`src/rtl/prog_clock_divider_if.sv`:
```
// Bundle of control, status and divided-clock signals for prog_clock_divider.
// The master side drives run/load requests; the slave (the divider) returns status.
interface prog_clock_divider_if #(
  parameter int unsigned WIDTH = 8
);
  logic             en;
  logic             load;
  logic [WIDTH-1:0] div_val;
  logic             clk_out;
  logic             tick;
  logic             upd_pend;
  logic [WIDTH-1:0] cur_div;

  modport master (
    output en, load, div_val,
    input  clk_out, tick, upd_pend, cur_div
  );

  modport slave (
    input  en, load, div_val,
    output clk_out, tick, upd_pend, cur_div
  );
endinterface

```
`src/rtl/prog_clock_divider.sv`:
```
// Runtime-programmable integer clock divider with glitch-free divisor updates at period boundaries.
// Define PCD_ODD_DUTY50_EN to add a negedge flop that gives odd divisors an exact 50% duty.
module prog_clock_divider #(
  parameter int unsigned WIDTH       = 8,
  parameter int unsigned DEFAULT_DIV = 2
) (
  input  logic                        clk,
  input  logic                        rst_n,
  prog_clock_divider_if.slave         bus
);

  typedef enum logic [0:0] {StIdle, StRun} state_e;

  state_e           state_q, state_d;
  logic [WIDTH-1:0] cnt_q, cnt_d;
  logic [WIDTH-1:0] act_div_q, act_div_d;
  logic [WIDTH-1:0] pend_div_q, pend_div_d;
  logic             upd_pend_q, upd_pend_d;
  logic             pos_q, pos_d;
  logic             tick_q, tick_d;

  logic [WIDTH:0]   cnt_inc;
  logic [WIDTH:0]   hi_thresh;
  logic [WIDTH-1:0] div_clamped;
  logic             at_bound;
  logic             start;

  // Extra MSB keeps cnt+1 and the threshold exact when D = 2^WIDTH-1.
  assign cnt_inc = {1'b0, cnt_q} + {{WIDTH{1'b0}}, 1'b1};
`ifdef PCD_ODD_DUTY50_EN
  assign hi_thresh = {1'b0, act_div_q} >> 1;
`else
  assign hi_thresh = ({1'b0, act_div_q} + {{WIDTH{1'b0}}, 1'b1}) >> 1;
`endif
  assign at_bound    = (cnt_q == act_div_q - WIDTH'(1));
  assign div_clamped = (bus.div_val < WIDTH'(2)) ? WIDTH'(2) : bus.div_val;

  always_comb begin
    state_d    = state_q;
    cnt_d      = cnt_q;
    act_div_d  = act_div_q;
    pend_div_d = pend_div_q;
    upd_pend_d = upd_pend_q;
    pos_d      = 1'b0;
    tick_d     = 1'b0;
    start      = 1'b0;

    unique case (state_q)
      StIdle: begin
        cnt_d = '0;
        start = bus.en;
      end
      StRun: begin
        if (at_bound) begin
          if (bus.en) begin
            start = 1'b1;
          end else begin
            state_d = StIdle;
            cnt_d   = '0;
          end
        end else begin
          cnt_d = cnt_inc[WIDTH-1:0];
          pos_d = (cnt_inc < hi_thresh);
        end
      end
      default: state_d = StIdle;
    endcase

    // Period start: the pending divisor from before this edge takes effect.
    if (start) begin
      state_d = StRun;
      cnt_d   = '0;
      pos_d   = 1'b1;
      tick_d  = 1'b1;
      if (upd_pend_q) begin
        act_div_d  = pend_div_q;
        upd_pend_d = 1'b0;
      end
    end

    // A load on a boundary edge only queues; it is applied at the following boundary.
    if (bus.load) begin
      pend_div_d = div_clamped;
      upd_pend_d = 1'b1;
    end
  end

  always_ff @(posedge clk or negedge rst_n) begin
    if (!rst_n) begin
      state_q    <= StIdle;
      cnt_q      <= '0;
      act_div_q  <= WIDTH'(DEFAULT_DIV);
      pend_div_q <= WIDTH'(DEFAULT_DIV);
      upd_pend_q <= 1'b0;
      pos_q      <= 1'b0;
      tick_q     <= 1'b0;
    end else begin
      state_q    <= state_d;
      cnt_q      <= cnt_d;
      act_div_q  <= act_div_d;
      pend_div_q <= pend_div_d;
      upd_pend_q <= upd_pend_d;
      pos_q      <= pos_d;
      tick_q     <= tick_d;
    end
  end

`ifdef PCD_ODD_DUTY50_EN
  logic neg_q;

  // Half-cycle extension only for odd divisors so even divisors keep their duty.
  always_ff @(negedge clk or negedge rst_n) begin
    if (!rst_n) begin
      neg_q <= 1'b0;
    end else begin
      neg_q <= pos_q & act_div_q[0];
    end
  end

  assign bus.clk_out = pos_q | neg_q;
`else
  assign bus.clk_out = pos_q;
`endif

  assign bus.tick     = tick_q;
  assign bus.upd_pend = upd_pend_q;
  assign bus.cur_div  = act_div_q;

endmodule

```
`src/flat_wrapper.sv`:
```
// flat-port wrapper written by rule: the top's interface ports become plain ports
module prog_clock_divider_flat 
#(
  parameter int unsigned WIDTH       = 8,
  parameter int unsigned DEFAULT_DIV = 2
)
  (clk, rst_n, bus_en, bus_load, bus_div_val, bus_clk_out, bus_tick, bus_upd_pend, bus_cur_div);
  prog_clock_divider_if #(.WIDTH(WIDTH)) bus_i ();
  input  logic clk;
  input  logic rst_n;
  input wire logic [$bits(bus_i.en)-1:0] bus_en;
  input wire logic [$bits(bus_i.load)-1:0] bus_load;
  input wire logic [$bits(bus_i.div_val)-1:0] bus_div_val;
  output wire logic [$bits(bus_i.clk_out)-1:0] bus_clk_out;
  output wire logic [$bits(bus_i.tick)-1:0] bus_tick;
  output wire logic [$bits(bus_i.upd_pend)-1:0] bus_upd_pend;
  output wire logic [$bits(bus_i.cur_div)-1:0] bus_cur_div;
  assign bus_i.en = bus_en;
  assign bus_i.load = bus_load;
  assign bus_i.div_val = bus_div_val;
  assign bus_clk_out = bus_i.clk_out;
  assign bus_tick = bus_i.tick;
  assign bus_upd_pend = bus_i.upd_pend;
  assign bus_cur_div = bus_i.cur_div;
  prog_clock_divider #(.WIDTH(WIDTH), .DEFAULT_DIV(DEFAULT_DIV)) u_core (.clk(clk), .rst_n(rst_n), .bus(bus_i));
endmodule
```
`config.mk`:
```
export PLATFORM = sky130hd
export DESIGN_NAME = prog_clock_divider_flat
export DESIGN_NICKNAME = d
export VERILOG_FILES = /design/src/rtl/prog_clock_divider_if.sv /design/src/rtl/prog_clock_divider.sv /design/src/flat_wrapper.sv
export SDC_FILE = /design/constraint.sdc
export NUM_CORES = 1
export LEC_CHECK = 0
export BUFFER_PORTS_ARGS = -buffer_cell sky130_fd_sc_hd__buf_4
export CAP_MARGIN = 20
export CORE_ASPECT_RATIO = 0.6
export CORE_UTILIZATION = 40
export CTS_BUF_LIST = sky130_fd_sc_hd__clkbuf_8 sky130_fd_sc_hd__clkbuf_16
export CTS_CLUSTER_DIAMETER = 120
export DETAILED_ROUTE_END_ITERATION = 16
export PLACE_DENSITY_LB_ADDON = 0.05
export SYNTH_ARGS = -nofsm -noshare
export SYNTH_HDL_FRONTEND = slang
export SYNTH_SLANG_ARGS = --single-unit
export TNS_END_PERCENT = 30
```
`constraint.sdc`:
```
create_clock -name clk -period 3.9 [get_ports clk]
set_input_delay 0.39 -clock clk [delete_from_list [all_inputs] [get_ports clk]]
set_output_delay 0.39 -clock clk [all_outputs]
set_load 0.05 [all_outputs]
```
==> results.sh <==
export IMPL_drt_iter0_drc=43
export IMPL_design_die_area_um2=4434
export IMPL_endpoint_kind="flop"
export IMPL_dr_pass1_iters=4
export IMPL_p_per_area_nw_per_um2=835.0
export IMPL_crit_path_start="u_core.bus.cur_div[0]"
export IMPL_critPathKind="reg -> reg"
export IMPL_syn2layout_area_growth_pct=15.10
export IMPL_rsz0062_at_grt="false"
export IMPL_min_path_type="in -> async"
export IMPL_power_leakage_nw=0.8523
export IMPL_antenna_left=0
export IMPL_path_clk_slew_ns=0.10
export IMPL_drv_slew=0
export IMPL_worstMarginPinSlew_ns=0.8888
export IMPL_yosys_warnings=0
export IMPL_wire_per_inst_um=15.41
export IMPL_status="completed"
export IMPL_tns_ns=0
export IMPL_grt_pass1_wl_um=5913
export IMPL_initial_core_util_pct=43.50
export IMPL_cts_resized=0
export IMPL_hold_viol=0
export IMPL_skew_ns=0.003383
export IMPL_final_util_pct=50.07
export IMPL_yosysSeqAreaShare_pct=42.22
export IMPL_root_buffer="clkbuf_8"
export IMPL_crit_fanout=9
export IMPL_grt_pass1_vias=1177
export IMPL_synth_top_family_by_area="simple AND/OR/NAND/NOR gates"
export IMPL_layout_commonest_cell="dfrtp_1"
export IMPL_min_period_ns=3.087
export IMPL_core_area_um2=3829
export IMPL_slew_headroom_pct=40.10
export IMPL_rows=17
export IMPL_slowest_delay_ns=0.47
export IMPL_portBuffers=22
export IMPL_ff2ff_setup_slack_ns=0.81
export IMPL_ios=23
export IMPL_critical_path_top_delay_family="compound AO/OA/AOI/OAI gates"
export IMPL_antenna_found_initial=0
export IMPL_dp_hpwl_um=2596
export IMPL_cts_tree="done"
export IMPL_hold_buffers=0
export IMPL_synth_nets=174
export IMPL_clkLatencyLatePin_ns=0.27
export IMPL_setup_viol=0
export IMPL_regToRegEndpoint="u_core.bus.cur_div[2]"
export IMPL_clock_fmax_mhz=323.9
export IMPL_num_vias=1173
export IMPL_synth_cell_type_count=42
export IMPL_crit_arrival_ns=3.25
export IMPL_cp_required_ns=4.07
export IMPL_cts_setup_buffers=0
export IMPL_grt_usage_pct=17.56
export IMPL_drc=0
export IMPL_grt_max_degree=29
export IMPL_layout_drive_gt1_share_pct=27.49
export IMPL_nNetsFinal=194
export IMPL_clockBufferDepth=2
export IMPL_critPathBufInv=1
export IMPL_crit_chain="inv_1 > ha_1 > or3b_4 > or4_4 > a2111oi_4 > o41ai_2 > a21oi_4 > mux2_2"
export IMPL_crit_path_top_delay_cell="dfrtp_1"
export IMPL_die_x_um=85.30
export IMPL_cts_htree_levels=1
export IMPL_wl_um=3360
export IMPL_critical_path_depth=8
export IMPL_mostFrequentLayoutCells="dfrtp_1 (26), buf_4 (22), mux2_2 (14)"
export IMPL_setup_worst_path_end="u_core.bus.cur_div[2]"
export IMPL_r2r_start="u_core.bus.cur_div[0]"
export IMPL_synth_avg_cell_area_um2=10.96
export IMPL_via_per_inst=5.381
export IMPL_synth_simple_area_share_pct=15.48
export IMPL_synth_edff_count=0
export IMPL_synthXorXnorAreaFrac_pct=11.42
export IMPL_r2r_cells=8
export IMPL_grt_overflow=0
export IMPL_finalCritPeriodShare_pct=79.15
export IMPL_start_kind="flop"
export IMPL_cap_violations=0
export IMPL_syn_area_um2=1665
export IMPL_muxShareOfSynthArea_pct=10.07
export IMPL_vdd_ir_drop_max_uv=270.8
export IMPL_cts_sinks=28
export IMPL_numCtsBuffers=3
export IMPL_dieHeight_um=51.98
export IMPL_routabilityCongestion=0.7975
export IMPL_synth_compound_area_share_pct=10.29
export IMPL_antenna_cells=0
export IMPL_ys_seq_elements=28
export IMPL_synth_fa_ha_area_share_pct=7.513
export IMPL_async_flop_share_pct=100.0
export IMPL_synthCells=152
export IMPL_synth_ff_type="dfrtp_1"
## metal layers
layer  track usage (%)  vias up  share of wire (%)
li1                  -      581                  -
met1             25.92      569                 55
met2             25.81       21                 39
met3             5.079        2                5.1
met4             2.778        0               0.48
met5                 0        -                  0
## where the power goes
group          internal, mW  switching [mW]  total (mW)  leakage (nW)
Sequential            0.384           0.156       0.540         0.333
Combinational         0.402           0.477       0.879         0.490
Clock                0.0904          0.0914       0.182        0.0288
## stage by stage
step | std cells | cell area (µm²) | hold slack, ns | power, mW | worst slack (ns)
finish | 218 | 1917 | 0.01452 | 1.601 | 0.8130
global route | 218 | 1917 | 0.02428 | 1.730 | 0.6594
CTS | 218 | 1917 | 0.02318 | 1.613 | 0.7964
detailed placement | 214 | 1862 | 0.3312 | 1.423 | 0.8003
global placement | 214 | 1862 | 0.3258 | 1.418 | 0.9166
floorplan | 152 | 1665 | 0.09441 | 1.207 | 0.8393
## worst min path at each step
| stage | cells past startpoint | slack [ns] | endpoint | startpoint |
|---|---|---|---|---|
| after CTS | 1 | 0.02 | u_core.pend_div_q[6] | rst_n |
| after global placement | 1 | 0.33 | u_core.pend_div_q[7] | rst_n |
| after floorplan | 0 | 0.09 | u_core.bus.clk_out | rst_n |
| after global routing | 1 | 0.02 | u_core.pend_div_q[6] | rst_n |
| after detailed placement | 1 | 0.33 | u_core.pend_div_q[6] | rst_n |
| final | 1 | 0.01 | u_core.pend_div_q[6] | rst_n |
## cell usage after synthesis, drive strengths merged (2+ instances only)
cell type	number	share of area, %
a21o	2	0.90
a21oi	4	1.9
and2	2	0.75
and3	8	3.0
buf	2	0.53
clkbuf	5	1.1
dfrtp	26	39
dfstp	2	3.2
ha	10	7.5
inv	6	1.4
mux2	14	9.5
nand2	10	2.3
nand3	6	1.8
nand4	2	0.75
nor2	8	1.8
nor3	3	0.90
nor4b	2	1.1
or4	2	1.1
xnor2	10	5.3
xor2	9	4.7
## sequential cells by signal, summed over array words and instances, names as in the netlist
| register | cells |
|---|---|
| u_core.bus.tick | 1 |
| u_core.cnt_q | 8 |
| u_core.state_q | 1 |
| u_core.bus.upd_pend | 1 |
| u_core.bus.clk_out | 1 |
| u_core.pend_div_q | 8 |
| u_core.bus.cur_div | 8 |
## worst reg2reg max path, cell delays in order, from the launching register on
cell	delay (ns)
dfrtp_1	0.47
inv_1	0.13
ha_1	0.18
or3b_4	0.40
or4_4	0.44
a2111oi_4	0.38
o41ai_2	0.25
a21oi_4	0.36
mux2_2	0.38
## cell families (layout without fill, tap and decap cells)
family	Yosys count	count (layout)
AND/OR/NAND/NOR	47	47
XOR/XNOR	20	20
AO/OA/AOI/OAI	19	19
buffers and inverters	13	32
flip-flops	28	28
multiplexers	15	15
adder cells (fa/ha/maj)	10	10
## area by class of cell
cell class	count	area (µm²)
Clock buffer	4	55.05
Fill cell	359	1912
Sequential cell	28	703.2
Timing Repair Buffer	22	165.2
Multi-Input combinational cell	111	912.1
Tap cell	47	58.81
Inverter	6	22.52
No activity file was read; power rests on OpenSTA's default activity.
